**src/rtl/axi_arb_pkg.sv**
```systemverilog
// Shared types and constants for the two-master AXI arbiter.
package axi_arb_pkg;

  localparam int ID_W   = 4;
  localparam int IDS_W  = 8;
  localparam int ADDR_W = 32;
  localparam int DATA_W = 32;
  localparam int LEN_W  = 4;
  localparam int SIZE_W = 3;
  localparam int STRB_W = 4;

  localparam logic MST_M0 = 1'b0;
  localparam logic MST_M1 = 1'b1;

  typedef enum logic [1:0] {RD_IDLE, RD_ADDR, RD_DATA} rd_state_t;
  typedef enum logic [1:0] {WR_IDLE, WR_ADDR, WR_DATA, WR_RESP} wr_state_t;

endpackage

```
**src/rtl/rr_arb2.sv**
```systemverilog
// Two-way round-robin grant; the pointer remembers the most recent winner.
module rr_arb2
  import axi_arb_pkg::*;
(
  input  logic       clk,
  input  logic       rst,
  input  logic [1:0] req,
  input  logic       upd,
  input  logic       upd_idx,
  output logic [1:0] grant
);

  logic last_q;

  // Reset to M1 as "last winner" so M0 wins the first contested request.
  always_ff @(posedge clk) begin
    if (rst)      last_q <= MST_M1;
    else if (upd) last_q <= upd_idx;
  end

  always_comb begin
    grant = 2'b00;
    case (req)
      2'b01:   grant = 2'b01;
      2'b10:   grant = 2'b10;
      2'b11:   grant = (last_q == MST_M0) ? 2'b10 : 2'b01;
      default: grant = 2'b00;
    endcase
  end

endmodule

```
**src/rtl/axi_arbiter_2m.sv**
```systemverilog
// Two-master to one-slave AXI arbiter with independent read and write FSMs.
//   state   | meaning
//   RD_IDLE | combinational AR grant, no read outstanding
//   RD_ADDR | owner latched, S_ARVALID held until accepted
//   RD_DATA | R beats routed to owner until RLAST
//   WR_IDLE | combinational AW grant, no write outstanding
//   WR_ADDR | owner latched, S_AWVALID held until accepted
//   WR_DATA | owner's W beats forwarded until WLAST
//   WR_RESP | B routed to owner
module axi_arbiter_2m
  import axi_arb_pkg::*;
(
  input  logic              clk,
  input  logic              rst,
  input  logic [ID_W-1:0]   M0_ARID,   input logic [ID_W-1:0]   M1_ARID,
  input  logic [ADDR_W-1:0] M0_ARADDR, input logic [ADDR_W-1:0] M1_ARADDR,
  input  logic [LEN_W-1:0]  M0_ARLEN,  input logic [LEN_W-1:0]  M1_ARLEN,
  input  logic [SIZE_W-1:0] M0_ARSIZE, input logic [SIZE_W-1:0] M1_ARSIZE,
  input  logic [1:0]        M0_ARBURST, input logic [1:0]       M1_ARBURST,
  input  logic              M0_ARVALID, input logic             M1_ARVALID,
  output logic              M0_ARREADY, output logic            M1_ARREADY,
  output logic [ID_W-1:0]   M0_RID,    output logic [ID_W-1:0]   M1_RID,
  output logic [DATA_W-1:0] M0_RDATA,  output logic [DATA_W-1:0] M1_RDATA,
  output logic [1:0]        M0_RRESP,  output logic [1:0]        M1_RRESP,
  output logic              M0_RLAST,  output logic              M1_RLAST,
  output logic              M0_RVALID, output logic              M1_RVALID,
  input  logic              M0_RREADY, input  logic              M1_RREADY,
  input  logic [ID_W-1:0]   M0_AWID,   input logic [ID_W-1:0]   M1_AWID,
  input  logic [ADDR_W-1:0] M0_AWADDR, input logic [ADDR_W-1:0] M1_AWADDR,
  input  logic [LEN_W-1:0]  M0_AWLEN,  input logic [LEN_W-1:0]  M1_AWLEN,
  input  logic [SIZE_W-1:0] M0_AWSIZE, input logic [SIZE_W-1:0] M1_AWSIZE,
  input  logic [1:0]        M0_AWBURST, input logic [1:0]       M1_AWBURST,
  input  logic              M0_AWVALID, input logic             M1_AWVALID,
  output logic              M0_AWREADY, output logic            M1_AWREADY,
  input  logic [DATA_W-1:0] M0_WDATA,  input logic [DATA_W-1:0] M1_WDATA,
  input  logic [STRB_W-1:0] M0_WSTRB,  input logic [STRB_W-1:0] M1_WSTRB,
  input  logic              M0_WLAST,  input logic              M1_WLAST,
  input  logic              M0_WVALID, input logic              M1_WVALID,
  output logic              M0_WREADY, output logic             M1_WREADY,
  output logic [ID_W-1:0]   M0_BID,    output logic [ID_W-1:0]   M1_BID,
  output logic [1:0]        M0_BRESP,  output logic [1:0]        M1_BRESP,
  output logic              M0_BVALID, output logic              M1_BVALID,
  input  logic              M0_BREADY, input  logic              M1_BREADY,
  output logic [IDS_W-1:0]  S_ARID,
  output logic [ADDR_W-1:0] S_ARADDR,
  output logic [LEN_W-1:0]  S_ARLEN,
  output logic [SIZE_W-1:0] S_ARSIZE,
  output logic [1:0]        S_ARBURST,
  output logic              S_ARVALID,
  input  logic              S_ARREADY,
  input  logic [IDS_W-1:0]  S_RID,
  input  logic [DATA_W-1:0] S_RDATA,
  input  logic [1:0]        S_RRESP,
  input  logic              S_RLAST,
  input  logic              S_RVALID,
  output logic              S_RREADY,
  output logic [IDS_W-1:0]  S_AWID,
  output logic [ADDR_W-1:0] S_AWADDR,
  output logic [LEN_W-1:0]  S_AWLEN,
  output logic [SIZE_W-1:0] S_AWSIZE,
  output logic [1:0]        S_AWBURST,
  output logic              S_AWVALID,
  input  logic              S_AWREADY,
  output logic [DATA_W-1:0] S_WDATA,
  output logic [STRB_W-1:0] S_WSTRB,
  output logic              S_WLAST,
  output logic              S_WVALID,
  input  logic              S_WREADY,
  input  logic [IDS_W-1:0]  S_BID,
  input  logic [1:0]        S_BRESP,
  input  logic              S_BVALID,
  output logic              S_BREADY
);

  rd_state_t  rd_state, rd_next;
  wr_state_t  wr_state, wr_next;
  logic       rd_owner, wr_owner, rd_latch, wr_latch, rd_upd, wr_upd;
  logic       ar_src, aw_src;
  logic [1:0] rd_gnt, wr_gnt;
  logic       unused_id_hi;

  rr_arb2 u_rd_arb (.clk(clk), .rst(rst), .req({M1_ARVALID, M0_ARVALID}),
                    .upd(rd_upd), .upd_idx(rd_owner), .grant(rd_gnt));
  rr_arb2 u_wr_arb (.clk(clk), .rst(rst), .req({M1_AWVALID, M0_AWVALID}),
                    .upd(wr_upd), .upd_idx(wr_owner), .grant(wr_gnt));

  assign S_ARID    = {(IDS_W-ID_W)'(ar_src), ar_src ? M1_ARID : M0_ARID};
  assign S_ARADDR  = ar_src ? M1_ARADDR  : M0_ARADDR;
  assign S_ARLEN   = ar_src ? M1_ARLEN   : M0_ARLEN;
  assign S_ARSIZE  = ar_src ? M1_ARSIZE  : M0_ARSIZE;
  assign S_ARBURST = ar_src ? M1_ARBURST : M0_ARBURST;
  assign S_AWID    = {(IDS_W-ID_W)'(aw_src), aw_src ? M1_AWID : M0_AWID};
  assign S_AWADDR  = aw_src ? M1_AWADDR  : M0_AWADDR;
  assign S_AWLEN   = aw_src ? M1_AWLEN   : M0_AWLEN;
  assign S_AWSIZE  = aw_src ? M1_AWSIZE  : M0_AWSIZE;
  assign S_AWBURST = aw_src ? M1_AWBURST : M0_AWBURST;
  assign S_WDATA   = wr_owner ? M1_WDATA : M0_WDATA;
  assign S_WSTRB   = wr_owner ? M1_WSTRB : M0_WSTRB;
  assign S_WLAST   = wr_owner ? M1_WLAST : M0_WLAST;

  // Payloads are broadcast; only the VALIDs select the receiving master.
  assign M0_RID   = S_RID[ID_W-1:0];  assign M1_RID   = S_RID[ID_W-1:0];
  assign M0_RDATA = S_RDATA;          assign M1_RDATA = S_RDATA;
  assign M0_RRESP = S_RRESP;          assign M1_RRESP = S_RRESP;
  assign M0_RLAST = S_RLAST;          assign M1_RLAST = S_RLAST;
  assign M0_BID   = S_BID[ID_W-1:0];  assign M1_BID   = S_BID[ID_W-1:0];
  assign M0_BRESP = S_BRESP;          assign M1_BRESP = S_BRESP;
  assign unused_id_hi = ^{S_RID[IDS_W-1:ID_W], S_BID[IDS_W-1:ID_W]};

  always_ff @(posedge clk) begin
    if (rst) begin
      rd_state <= RD_IDLE;
      wr_state <= WR_IDLE;
      rd_owner <= MST_M0;
      wr_owner <= MST_M0;
    end else begin
      rd_state <= rd_next;
      wr_state <= wr_next;
      if (rd_latch) rd_owner <= rd_gnt[1];
      if (wr_latch) wr_owner <= wr_gnt[1];
    end
  end

  always_comb begin
    rd_next = rd_state;  rd_latch = 1'b0;  rd_upd = 1'b0;  ar_src = rd_owner;
    S_ARVALID = 1'b0;  M0_ARREADY = 1'b0;  M1_ARREADY = 1'b0;
    S_RREADY  = 1'b0;  M0_RVALID  = 1'b0;  M1_RVALID  = 1'b0;
    if (!rst) begin
      case (rd_state)
        RD_IDLE: begin
          ar_src = rd_gnt[1];
          if (|rd_gnt) begin
            S_ARVALID  = 1'b1;
            M0_ARREADY = rd_gnt[0] & S_ARREADY;
            M1_ARREADY = rd_gnt[1] & S_ARREADY;
            rd_latch   = 1'b1;
            rd_next    = S_ARREADY ? RD_DATA : RD_ADDR;
          end
        end
        RD_ADDR: begin
          S_ARVALID  = 1'b1;
          M0_ARREADY = (rd_owner == MST_M0) & S_ARREADY;
          M1_ARREADY = (rd_owner == MST_M1) & S_ARREADY;
          if (S_ARREADY) rd_next = RD_DATA;
        end
        RD_DATA: begin
          M0_RVALID = (rd_owner == MST_M0) & S_RVALID;
          M1_RVALID = (rd_owner == MST_M1) & S_RVALID;
          S_RREADY  = rd_owner ? M1_RREADY : M0_RREADY;
          if (S_RVALID && S_RREADY && S_RLAST) begin
            rd_next = RD_IDLE;
            rd_upd  = 1'b1;
          end
        end
        default: rd_next = RD_IDLE;
      endcase
    end
  end

  always_comb begin
    wr_next = wr_state;  wr_latch = 1'b0;  wr_upd = 1'b0;  aw_src = wr_owner;
    S_AWVALID = 1'b0;  M0_AWREADY = 1'b0;  M1_AWREADY = 1'b0;
    S_WVALID  = 1'b0;  M0_WREADY  = 1'b0;  M1_WREADY  = 1'b0;
    S_BREADY  = 1'b0;  M0_BVALID  = 1'b0;  M1_BVALID  = 1'b0;
    if (!rst) begin
      case (wr_state)
        WR_IDLE: begin
          aw_src = wr_gnt[1];
          if (|wr_gnt) begin
            S_AWVALID  = 1'b1;
            M0_AWREADY = wr_gnt[0] & S_AWREADY;
            M1_AWREADY = wr_gnt[1] & S_AWREADY;
            wr_latch   = 1'b1;
            wr_next    = S_AWREADY ? WR_DATA : WR_ADDR;
          end
        end
        WR_ADDR: begin
          S_AWVALID  = 1'b1;
          M0_AWREADY = (wr_owner == MST_M0) & S_AWREADY;
          M1_AWREADY = (wr_owner == MST_M1) & S_AWREADY;
          if (S_AWREADY) wr_next = WR_DATA;
        end
        WR_DATA: begin
          S_WVALID  = wr_owner ? M1_WVALID : M0_WVALID;
          M0_WREADY = (wr_owner == MST_M0) & S_WREADY;
          M1_WREADY = (wr_owner == MST_M1) & S_WREADY;
          if (S_WVALID && S_WREADY && S_WLAST) wr_next = WR_RESP;
        end
        WR_RESP: begin
          M0_BVALID = (wr_owner == MST_M0) & S_BVALID;
          M1_BVALID = (wr_owner == MST_M1) & S_BVALID;
          S_BREADY  = wr_owner ? M1_BREADY : M0_BREADY;
          if (S_BVALID && S_BREADY) begin
            wr_next = WR_IDLE;
            wr_upd  = 1'b1;
          end
        end
        default: wr_next = WR_IDLE;
      endcase
    end
  end

endmodule
```
**config.mk**
```make
export PLATFORM = sky130hd
export DESIGN_NAME = axi_arbiter_2m
export DESIGN_NICKNAME = d
export VERILOG_FILES = /design/src/rtl/axi_arb_pkg.sv /design/src/rtl/rr_arb2.sv /design/src/rtl/axi_arbiter_2m.sv
export SDC_FILE = /design/constraint.sdc
export NUM_CORES = 1
export LEC_CHECK = 0
export BUFFER_PORTS_ARGS = -buffer_cell sky130_fd_sc_hd__clkbuf_2
export CELL_PAD_IN_SITES_DETAIL_PLACEMENT = 0
export CELL_PAD_IN_SITES_GLOBAL_PLACEMENT = 1
export CORE_AREA = 4 4 214 216
export CTS_BUF_LIST = sky130_fd_sc_hd__clkbuf_4
export CTS_CLUSTER_DIAMETER = 40
export DETAILED_ROUTE_END_ITERATION = 8
export DIE_AREA = 0 0 218 220
export PLACE_DENSITY = 0.52
export SYNTH_ARGS = -nofsm -noshare
export SYNTH_HDL_FRONTEND = slang
export SYNTH_SLANG_ARGS = --single-unit
```
**constraint.sdc**
```tcl
create_clock -name clk -period 1.91 [get_ports clk]
set_input_delay 0.0955 -clock clk [delete_from_list [all_inputs] [get_ports clk]]
set_output_delay 0.0955 -clock clk [all_outputs]
set_load 0.01 [all_outputs]
```
==> impl_metrics.py, run 1 <==
metrics = {
    "floorplan": {
        "dieArea_um2": 48000,
        "core-area_um2": 43900,
        "fp-row-count": 77,
        "die_y_um": 220,
        "die_w_um": 218,
        "ios": 564,
        "initial_core_util": 0.0695,
    },
    "global_routing": {
        "grt_antenna_before_repair": 5,
        "grt_first_pass_wirelength_mm": 22.3,
        "grt_pass1_vias": 3721,
        "grt_max_degree": 45,
        "grt_overflow": 0,
        "grt_use_total": 0.0617,
    },
    "sta": {
        "rsz0062_at_grt": "yes",
        "timing.final.crit_share": 1.06,
        "fmax_mhz": 496,
        "fin_ws_ns": -0.105,
        "finalMaxSlewViolations": 0,
        "hold_violations": 0,
        "finalSetupViolCount": 90,
        "finalClockSkew_ns": 0.000332,
        "period_needed_ns": 2.02,
    },
    "power_and_ir_drop": {
        "cellPowerDensity_nw_per_um2": 512,
        "p_leak_uw": 0.00339,
        "peakVddDrop_mv": 0.185,
    },
    "finish": {
        "syn_to_final_growth_pct": 106,
        "design_area_um2": 6280,
        "drive_gt1_frac": 0.860,
        "fill_cells": 5028,
        "nets": 1010,
    },
    "synth": {
        "synthDistinctLibCells": 37,
        "synth-seq-cells": 8,
        "syn_area_per_cell_um2": 9.09,
        "synthCells": 336,
        "ys_async_sr_fraction": 0,
        "synth_seq_area_share": 0.0524,
        "yosys.area.top_type": "mux2_2",
        "synth_edf_count": 0,
        "ys_warn_count": 0,
        "synthTopCellsByCount": "buf_4 (98), mux2_2 (86), mux2_1 (39), nor2_1 (11), inv_1 (10)",
        "synth_most_common_cell": "buf_4",
        "synth.top_cells.by_area": "mux2_2 (32%), buf_4 (24%), mux2_1 (14%)",
        "synth.top_cell.area_share": 0.317,
        "netlist_area_um2": 3050,
        "synth-main-ff-cell": "dfxtp_1",
    },
    "cts": {
        "clockBufferDepth": 2,
        "cts.clk_slew.worst_paths_ns": 0.06,
        "clkLatencyLatePin_ns": 0.26,
        "cts_made_buffers": 3,
        "cts_tree": "yes",
        "cts.sinks": 8,
        "cts.htree.levels": 1,
        "root_buffer": "clkbuf_4",
    },
    "worst_setup_path": {
        "cp_data_required_time_ns": 1.81,
        "end_kind": "primary output",
        "worst_r2r_endpoint": "wr_state[1]",
        "reg2reg_setup_slack_ns": 0.17,
        "critPathMaxFanout": 10,
        "rr_worst_depth": 6,
        "crit_type": "flop to primary output",
        "reg2reg_from": "wr_state[0]",
        "critPathLaunch": "wr_state[0]",
        "arrival_ns": 1.92,
        "endpoint": "S_AWADDR[14]",
        "start_kind": "flop",
    },
    "placed_design": {
        "place_ws_ns": -0.0221,
        "port_buffers": 417,
        "dp_hpwl_mm": 14.4,
        "placed_area_um2": 5180,
        "gp_congestion": 0.789,
    },
    "route": {
        "drt-total-wl_mm": 17.6,
        "drt_iter0_markers": 75,
        "drt_pass1_iterations": 4,
        "drc": 0,
        "vias_per_cell": 2.95,
        "vias": 3765,
        "wire_per_inst_um": 13.8,
        "ant_nets": 0,
    },
    "job": {
        "drv_cap": 0,
    },
    "status": {
        "outcome": "finished with violations",
        "violations": "negative setup slack",
    },
    "min_path": {
        "hold_class": "input port to flop",
    },
}
-- worst max-delay path, stage by stage, from the launching register on --
cell and delay, ns:
dfxtp_2 0.32, inv_2 0.07, ha_4 0.17, a21oi_4 0.06
a31oi_4 0.20, buf_6 0.18, buf_12 0.15, mux2_1 0.32
buf_2 0.15
-- power by group --
group / total (uW) / switching [uW] / leakage, uW / internal, uW
Combinational: 2850 / 1180 / 0.00331 / 1670
Sequential: 223 / 24.3 / 0.0000674 / 198
Clock: 140 / 67.3 / 0.0000138 / 72.6
-- routing by layer --
layer	share of wire	wire length, um	up-vias	global-route usage
li1	-	-	1767	-
met5	0.0019	34	-	0
met1	0.34	5950	1673	0.0649
met4	0.021	374	6	0.0162
met3	0.12	2100	40	0.0248
met2	0.52	9130	279	0.114
-- state kept, by name (all words and copies together) (netlist names) --
register	flops
wr_owner	1
u_wr_arb.last_q	1
wr_state	2
rd_state	2
rd_owner	1
u_rd_arb.last_q	1
-- cell families (layout without fill, tap and decap cells) --
group	Yosys count	count (layout)	share of synthesized area
flops	8	8	0.0524
mux	136	136	0.506
buf+inv	126	465	0.298
simple gates	43	43	0.0742
compound gates	18	18	0.0520
other cells	1	9	0.00123
fa+ha+maj	4	4	0.0164
-- placed cells by master, fill, tap and decap left out, types with 8 or more instances in the layout --
cell | Yosys | final
clkbuf_2 | 0 | 363
mux2_4 | 2 | 77
buf_6 | 9 | 55
mux2_2 | 86 | 39
mux2_1 | 39 | 11
nor2_1 | 11 | 11
buf_4 | 98 | 11
buf_16 | 0 | 9
inv_1 | 10 | 8
a21oi_1 | 8 | 8
nand2_1 | 8 | 8
-- worst min-delay path by stage --
stage / start / endpoint / cells past startpoint
after floorplan: S_ARREADY / rd_state[0] / 1
after global placement: S_BID[1] / M0_BID[1] / 0
after detailed placement: S_BID[1] / M0_BID[1] / 0
after CTS: M0_BREADY / u_wr_arb.last_q / 3
after global routing: M0_BREADY / u_wr_arb.last_q / 3
final: M0_BREADY / u_wr_arb.last_q / 3
-- per-stage QoR --
| step | power (uW) | util | TNS [ns] | hold WS [ns] | std cells |
|---|---|---|---|---|---|
| 6_report | 3220 | 0.143 | -5.59 | 0.134 | 1275 |
| 5_1_grt | 3440 | 0.143 | -15.93 | 0.144 | 1274 |
| 4_1_cts | 3050 | 0.134 | -9.26 | 0.113 | 1269 |
| 3_5_place_dp | 2280 | 0.118 | -0.0415 | 0.191 | 1248 |
| 3_3_place_gp | 2280 | 0.118 | -0.0420 | 0.191 | 1248 |
| 2_1_floorplan | 1580 | - | 0 | 0.173 | 341 |
-- area by class of cell --
cell class | count | area, um2 | area share
timing repair buffer | 451 | 3000 | 0.478
clock buffer | 3 | 22.5 | 0.00358
tap | 592 | 741 | 0.118
multi-input combinational | 207 | 2300 | 0.367
antenna | 3 | 7.51 | 0.00119
sequential | 8 | 166 | 0.0265
inverter | 11 | 41.3 | 0.00657
-- what timing repair did --
action / in CTS / in global routing
hold buffers: 1 / 0
hold endpoints to repair: 1 / 0
setup endpoints to repair: 90 / 92
gates resized for setup: 94 / 115
pin swaps: 1 / 3
gates cloned: 9 / 2
buffers inserted: 8 / 1
Power figures use the tool's default switching activity.
==> inputs of run 2 (changes only) <==
--- a/config.mk
+++ b/config.mk
@@ -13,7 +13,7 @@
 export CTS_CLUSTER_DIAMETER = 40
 export DETAILED_ROUTE_END_ITERATION = 8
 export DIE_AREA = 0 0 218 220
-export PLACE_DENSITY = 0.52
+export PLACE_DENSITY = 0.56
 export SYNTH_ARGS = -nofsm -noshare
 export SYNTH_HDL_FRONTEND = slang
 export SYNTH_SLANG_ARGS = --single-unit
==> impl_metrics.py, run 2 (synthesis gave the netlist of run 1 again) <==
metrics = {
    "cts": {
        "cts_made_buffers": 3,
        "cts_tree": "yes",
        "cts.sinks": 8,
        "clkLatencyLatePin_ns": 0.26,
        "cts.htree.levels": 1,
        "clockBufferDepth": 2,
        "root_buffer": "clkbuf_4",
        "cts.clk_slew.worst_paths_ns": 0.07,
    },
    "worst_setup_path": {
        "endpoint": "S_AWID[2]",
        "critPathMaxFanout": 7,
        "start_kind": "flop",
        "arrival_ns": 1.91,
        "critPathMaxStageDelay_ns": 0.32,
        "worst_r2r_endpoint": "wr_state[0]",
        "rr_worst_depth": 7,
        "cp_cell_sequence": "inv_2, ha_4, a21oi_4, a31oi_4, buf_12, buf_12, buf_6, mux2_4, buf_6",
        "reg2reg_from": "wr_state[0]",
        "critPathLaunch": "wr_state[0]",
        "reg2reg_setup_slack_ns": 0.18,
        "end_kind": "primary output",
        "cp_data_required_time_ns": 1.81,
        "critical_path.slowest_cell": "dfxtp_2",
        "crit_type": "flop to primary output",
    },
    "finish": {
        "reg_top3": "rd_state: 2 flops, wr_state: 2 flops",
        "layout.cells.most_common": "clkbuf_2",
        "syn_to_final_growth_pct": 85.1,
        "layout_common_cells": "clkbuf_2 (401), mux2_2 (73), mux2_4 (38), buf_6 (20), mux2_1 (16)",
        "diodes": 0,
        "nets": 1004,
        "drive_gt1_frac": 0.852,
        "instances_no_fill": 1266,
    },
    "route": {
        "drc": 0,
        "wire_per_inst_um": 13.2,
        "vias": 3690,
        "drt_iter0_markers": 50,
        "vias_per_cell": 2.91,
        "ant_nets": 0,
        "drt-total-wl_mm": 16.7,
        "drt_pass1_iterations": 4,
    },
    "placed_design": {
        "gp_congestion": 0.758,
        "port_buffers": 417,
        "dp_hpwl_mm": 14.6,
        "dpl.cell_count": 1251,
    },
    "global_routing": {
        "grt_pass1_vias": 3641,
        "grt_antenna_before_repair": 2,
        "grt_first_pass_wirelength_mm": 21.6,
        "grt_overflow": 0,
        "grt_max_degree": 32,
        "grt_use_total": 0.0588,
    },
    "min_path": {
        "hold_class": "input port to flop",
    },
    "floorplan": {
        "core-area_um2": 43900,
        "dieArea_um2": 48000,
        "ios": 564,
        "fp-row-count": 77,
        "die_y_um": 220,
        "initial_core_util": 0.0695,
        "die_w_um": 218,
    },
    "sta": {
        "rsz0062_at_grt": "yes",
        "holdWs_ns": 0.178,
        "finalSetupViolCount": 83,
        "fmax_mhz": 498,
        "timing.final.crit_share": 1.05,
        "period_needed_ns": 2.01,
        "fin_setup_tns_ns": -3.94,
        "finalClockSkew_ns": 0.000376,
        "hold_violations": 0,
        "finalMaxSlewViolations": 0,
        "fin_ws_ns": -0.0964,
    },
    "power_and_ir_drop": {
        "peakVddDrop_mv": 0.161,
        "p_leak_uw": 0.00301,
        "cellPowerDensity_nw_per_um2": 491,
    },
    "status": {
        "outcome": "finished with violations",
        "violations": "negative setup slack",
    },
    "job": {
        "drv_cap": 0,
    },
}
[run 2: cell count changes in the layout (fill, tap and decap cells not counted), sizes merged]
cell	change
buf	-43
clkbuf	+37
diode	-3
[run 2: metal layers]
| metal | GRT usage | vias up | routed length (um) |
|---|---|---|---|
| met5 | 0 | - | 22 |
| met4 | 0.00611 | 4 | 110 |
| met3 | 0.0201 | 22 | 1620 |
| met2 | 0.106 | 244 | 8540 |
| met1 | 0.0699 | 1670 | 6390 |
| li1 | - | 1750 | - |
[run 2: area by class of cell]
class | instances | area, um2
Clock buffer | 3 | 22.5
Multi-Input combinational cell | 207 | 2160
Fill cell | 5128 | 38300
Sequential cell | 8 | 166
Inverter | 11 | 41.3
Timing Repair Buffer | 445 | 2520
Tap cell | 592 | 741
[run 2: repair_timing]
action / in CTS / in global routing
pin swaps: 2 / 2
gates cloned: 1 / 2
setup endpoints to repair: 91 / 90
buffers inserted: 7 / 3
endpoints found under the hold margin: 1 / 0
gates resized for setup: 48 / 50
hold buffers: 1 / 0
[run 2: per-stage QoR]
stage                     power (uW)  area, um2   util  worst slack [ns]
after global placement          2270       5190  0.118            0.0509
after detailed placement        2280       5190  0.118            0.0571
final                           2780       5650  0.129           -0.0964
after CTS                       2720       5480  0.125            -0.159
after global routing            3000       5650  0.129            -0.198
after floorplan                 1580       3070      -             0.159
[run 2: how the worst min path moves through the flow]
| stage | start | endpoint | cells after the start |
|---|---|---|---|
| final | M0_BREADY | u_wr_arb.last_q | 3 |
| after global routing | M0_BREADY | u_wr_arb.last_q | 3 |
| after detailed placement | S_RDATA[31] | M0_RDATA[31] | 0 |
| after CTS | M0_BREADY | u_wr_arb.last_q | 3 |
| after global placement | S_RDATA[31] | M0_RDATA[31] | 0 |
| after floorplan | S_ARREADY | rd_state[0] | 1 |
[run 2: critical path: cells and delay by family, from the launching register on]
kind / cells / cell delay [ns]
DFF: 1 / 0.32
buffers and inverters: 5 / 0.59
AOI/OAI and AO/OA: 2 / 0.26
muxes: 1 / 0.29
adders and majority gates: 1 / 0.17
[run 2: power breakdown]
| part | internal (uW) | switching (uW) | total (uW) |
|---|---|---|---|
| combinational | 1340 | 1080 | 2420 |
| sequential | 198 | 19.4 | 218 |
| clock | 72.5 | 67.0 | 139 |
| total | 1610 | 1160 | 2780 |
==> inputs of run 3 (changes only) <==
--- a/config.mk
+++ b/config.mk
@@ -8,12 +8,13 @@
 export BUFFER_PORTS_ARGS = -buffer_cell sky130_fd_sc_hd__clkbuf_2
 export CELL_PAD_IN_SITES_DETAIL_PLACEMENT = 0
 export CELL_PAD_IN_SITES_GLOBAL_PLACEMENT = 1
-export CORE_AREA = 4 4 214 216
+export CORE_AREA = 4 4 215 217
 export CTS_BUF_LIST = sky130_fd_sc_hd__clkbuf_4
 export CTS_CLUSTER_DIAMETER = 40
 export DETAILED_ROUTE_END_ITERATION = 8
-export DIE_AREA = 0 0 218 220
-export PLACE_DENSITY = 0.56
+export DIE_AREA = 0 0 219 221
+export PLACE_DENSITY = 0.55
 export SYNTH_ARGS = -nofsm -noshare
 export SYNTH_HDL_FRONTEND = slang
+export SYNTH_HIERARCHICAL = 1
 export SYNTH_SLANG_ARGS = --single-unit
==> impl_metrics.py, run 3 <==
metrics = {
    "power_and_ir_drop": {
        "cellPowerDensity_nw_per_um2": 517,
        "p_leak_uw": 0.00345,
        "peakVddDrop_mv": 0.169,
    },
    "sta": {
        "slew_headroom": 0.638,
        "finalClockSkew_ns": 0.000703,
        "finalSetupViolCount": 90,
        "holdWs_ns": 0.162,
        "fmax_mhz": 491,
        "finalMaxSlewViolations": 0,
        "tightest_slew_ns": 0.543,
        "hold_violations": 0,
        "fin_ws_ns": -0.128,
        "rsz0062_at_grt": "yes",
        "period_needed_ns": 2.04,
        "timing.final.crit_share": 1.07,
    },
    "cts": {
        "cts.htree.levels": 1,
        "cts.clk_slew.worst_paths_ns": 0.08,
        "clkLatencyLatePin_ns": 0.28,
        "root_buffer": "clkbuf_4",
        "clockBufferDepth": 2,
        "cts_tree": "yes",
        "cts.sinks": 8,
        "cts_made_buffers": 3,
    },
    "route": {
        "wire_per_inst_um": 14.3,
        "drt_iter0_markers": 72,
        "ant_nets": 0,
        "drt_pass1_iterations": 4,
        "vias": 3804,
        "drc": 0,
        "drt-total-wl_mm": 18.2,
        "vias_per_cell": 2.98,
    },
    "synth": {
        "synth-main-ff-cell": "dfxtp_1",
        "synth.top_cells.by_area": "mux2_2 (45%), buf_4 (25%), dfxtp_1 (5.2%)",
        "synth.top_cell.area_share": 0.449,
        "ys_async_sr_fraction": 0,
        "syn_area_per_cell_um2": 9.04,
        "synth-seq-cells": 8,
        "synthCells": 339,
        "ys_warn_count": 6,
        "synthTopCellsByCount": "mux2_2 (122), buf_4 (103), inv_1 (13), nor2_1 (12), nand2_1 (11)",
        "synth_most_common_cell": "mux2_2",
        "synthDistinctLibCells": 36,
        "synth_edf_count": 0,
        "netlist_area_um2": 3060,
        "synth_seq_area_share": 0.0523,
        "yosys.area.top_type": "mux2_2",
    },
    "status": {
        "outcome": "finished with violations",
        "violations": "negative setup slack",
    },
    "floorplan": {
        "die_y_um": 221,
        "core-area_um2": 44100,
        "fp-row-count": 77,
        "die_w_um": 219,
        "ios": 564,
        "initial_core_util": 0.0694,
        "dieArea_um2": 48400,
    },
    "placed_design": {
        "place_ws_ns": 0.0304,
        "dp_hpwl_mm": 14.8,
        "port_buffers": 417,
        "gp_congestion": 0.783,
    },
    "finish": {
        "nets": 1015,
        "layout.cells.most_common": "clkbuf_2",
        "syn_to_final_growth_pct": 107,
        "layout_common_cells": "clkbuf_2 (356), mux2_4 (85), buf_6 (60), mux2_2 (43)",
        "drive_gt1_frac": 0.874,
        "fill_cells": 5039,
        "reg_top3": "rd_state: 2 flops, wr_state: 2 flops",
        "diodes": 0,
    },
    "worst_setup_path": {
        "crit_type": "flop to primary output",
        "arrival_ns": 1.94,
        "end_kind": "primary output",
        "critPathMaxFanout": 6,
        "cp_data_required_time_ns": 1.81,
        "start_kind": "flop",
    },
    "global_routing": {
        "grt_overflow": 0,
        "grt_max_degree": 46,
        "grt_first_pass_wirelength_mm": 24.2,
        "grt_use_total": 0.0651,
        "grt_antenna_before_repair": 6,
        "grt_pass1_vias": 4007,
    },
    "job": {
        "drv_cap": 0,
    },
    "min_path": {
        "hold_class": "input port to flop",
    },
}
run 3: per-stage QoR:
| step | utilization | std cells | cell area (um2) | power (uW) | setup TNS [ns] |
|---|---|---|---|---|---|
| final | 0.144 | 1277 | 6350 | 3280 | -8.15 |
| after global routing | 0.144 | 1277 | 6350 | 3500 | -15.77 |
| after CTS | 0.133 | 1275 | 5850 | 3000 | -12.50 |
| after detailed placement | 0.119 | 1258 | 5230 | 2340 | 0 |
| after global placement | 0.119 | 1258 | 5230 | 2330 | 0 |
| after floorplan | - | 344 | 3080 | 1620 | 0 |
run 3: worst paths after layout:
kind / start / endpoint / slack, ns / cells past startpoint
max: wr_state[0] / S_AWADDR[21] / -0.13 / 9
min: S_RVALID / rd_state[1] / 0.16 / 4
max reg2reg: wr_state[0] / wr_state[1] / 0.16 / 7
min reg2reg: u_wr_arb/last_q / u_wr_arb/last_q / 0.52 / 2
run 3: final cells by class:
class                      instances  area, um2  share of cell area
inverter                          13       48.8             0.00768
sequential                         8        166              0.0262
tap                              592        741               0.117
clock buffer                       3       22.5             0.00355
timing repair buffer             453       3040               0.478
multi-input combinational        208       2340               0.368
run 3: critical path, cell delays in order, from the launching register on:
cell and delay [ns]:
dfxtp_2 0.33, inv_2 0.08, ha_4 0.17, a21oi_4 0.06, a31oi_4 0.17, buf_12 0.15
buf_12 0.12, buf_16 0.13, mux2_4 0.31, buf_6 0.12
run 3: kinds of logic (layout without fill, tap and decap cells):
family	after synthesis	in the layout	share of synthesized area
mux	135	135	0.502
compound gates	21	21	0.0601
flops	8	8	0.0523
simple gates	42	42	0.0694
fa+ha+maj	4	4	0.0163
other cells	1	6	0.00122
buf+inv	128	469	0.298
run 3: per-layer routing:
metal | wire (um) | vias up | share of wire | track usage
li1 | - | 1770 | - | -
met2 | 9500 | 293 | 0.52 | 0.125
met5 | 116 | - | 0.0064 | 0.00808
met1 | 5910 | 1697 | 0.32 | 0.0614
met4 | 216 | 12 | 0.012 | 0.0112
met3 | 2490 | 32 | 0.14 | 0.0337
run 3: power by group:
| group | internal, uW | total [uW] | leakage [uW] | switching (uW) |
|---|---|---|---|---|
| Combinational | 1710 | 2900 | 0.00337 | 1190 |
| Sequential | 198 | 219 | 0.0000674 | 20.9 |
| Clock | 73.3 | 159 | 0.0000138 | 86.1 |
| Total | 1980 | 3280 | 0.00345 | 1300 |
run 3: timing repair:
item	CTS	global route
endpoints found under the hold margin	1	0
hold buffers	1	0
gates resized for setup	88	153
pin swaps	2	2
setup buffers	9	1
gates cloned	5	2
endpoints found under the setup margin	90	90
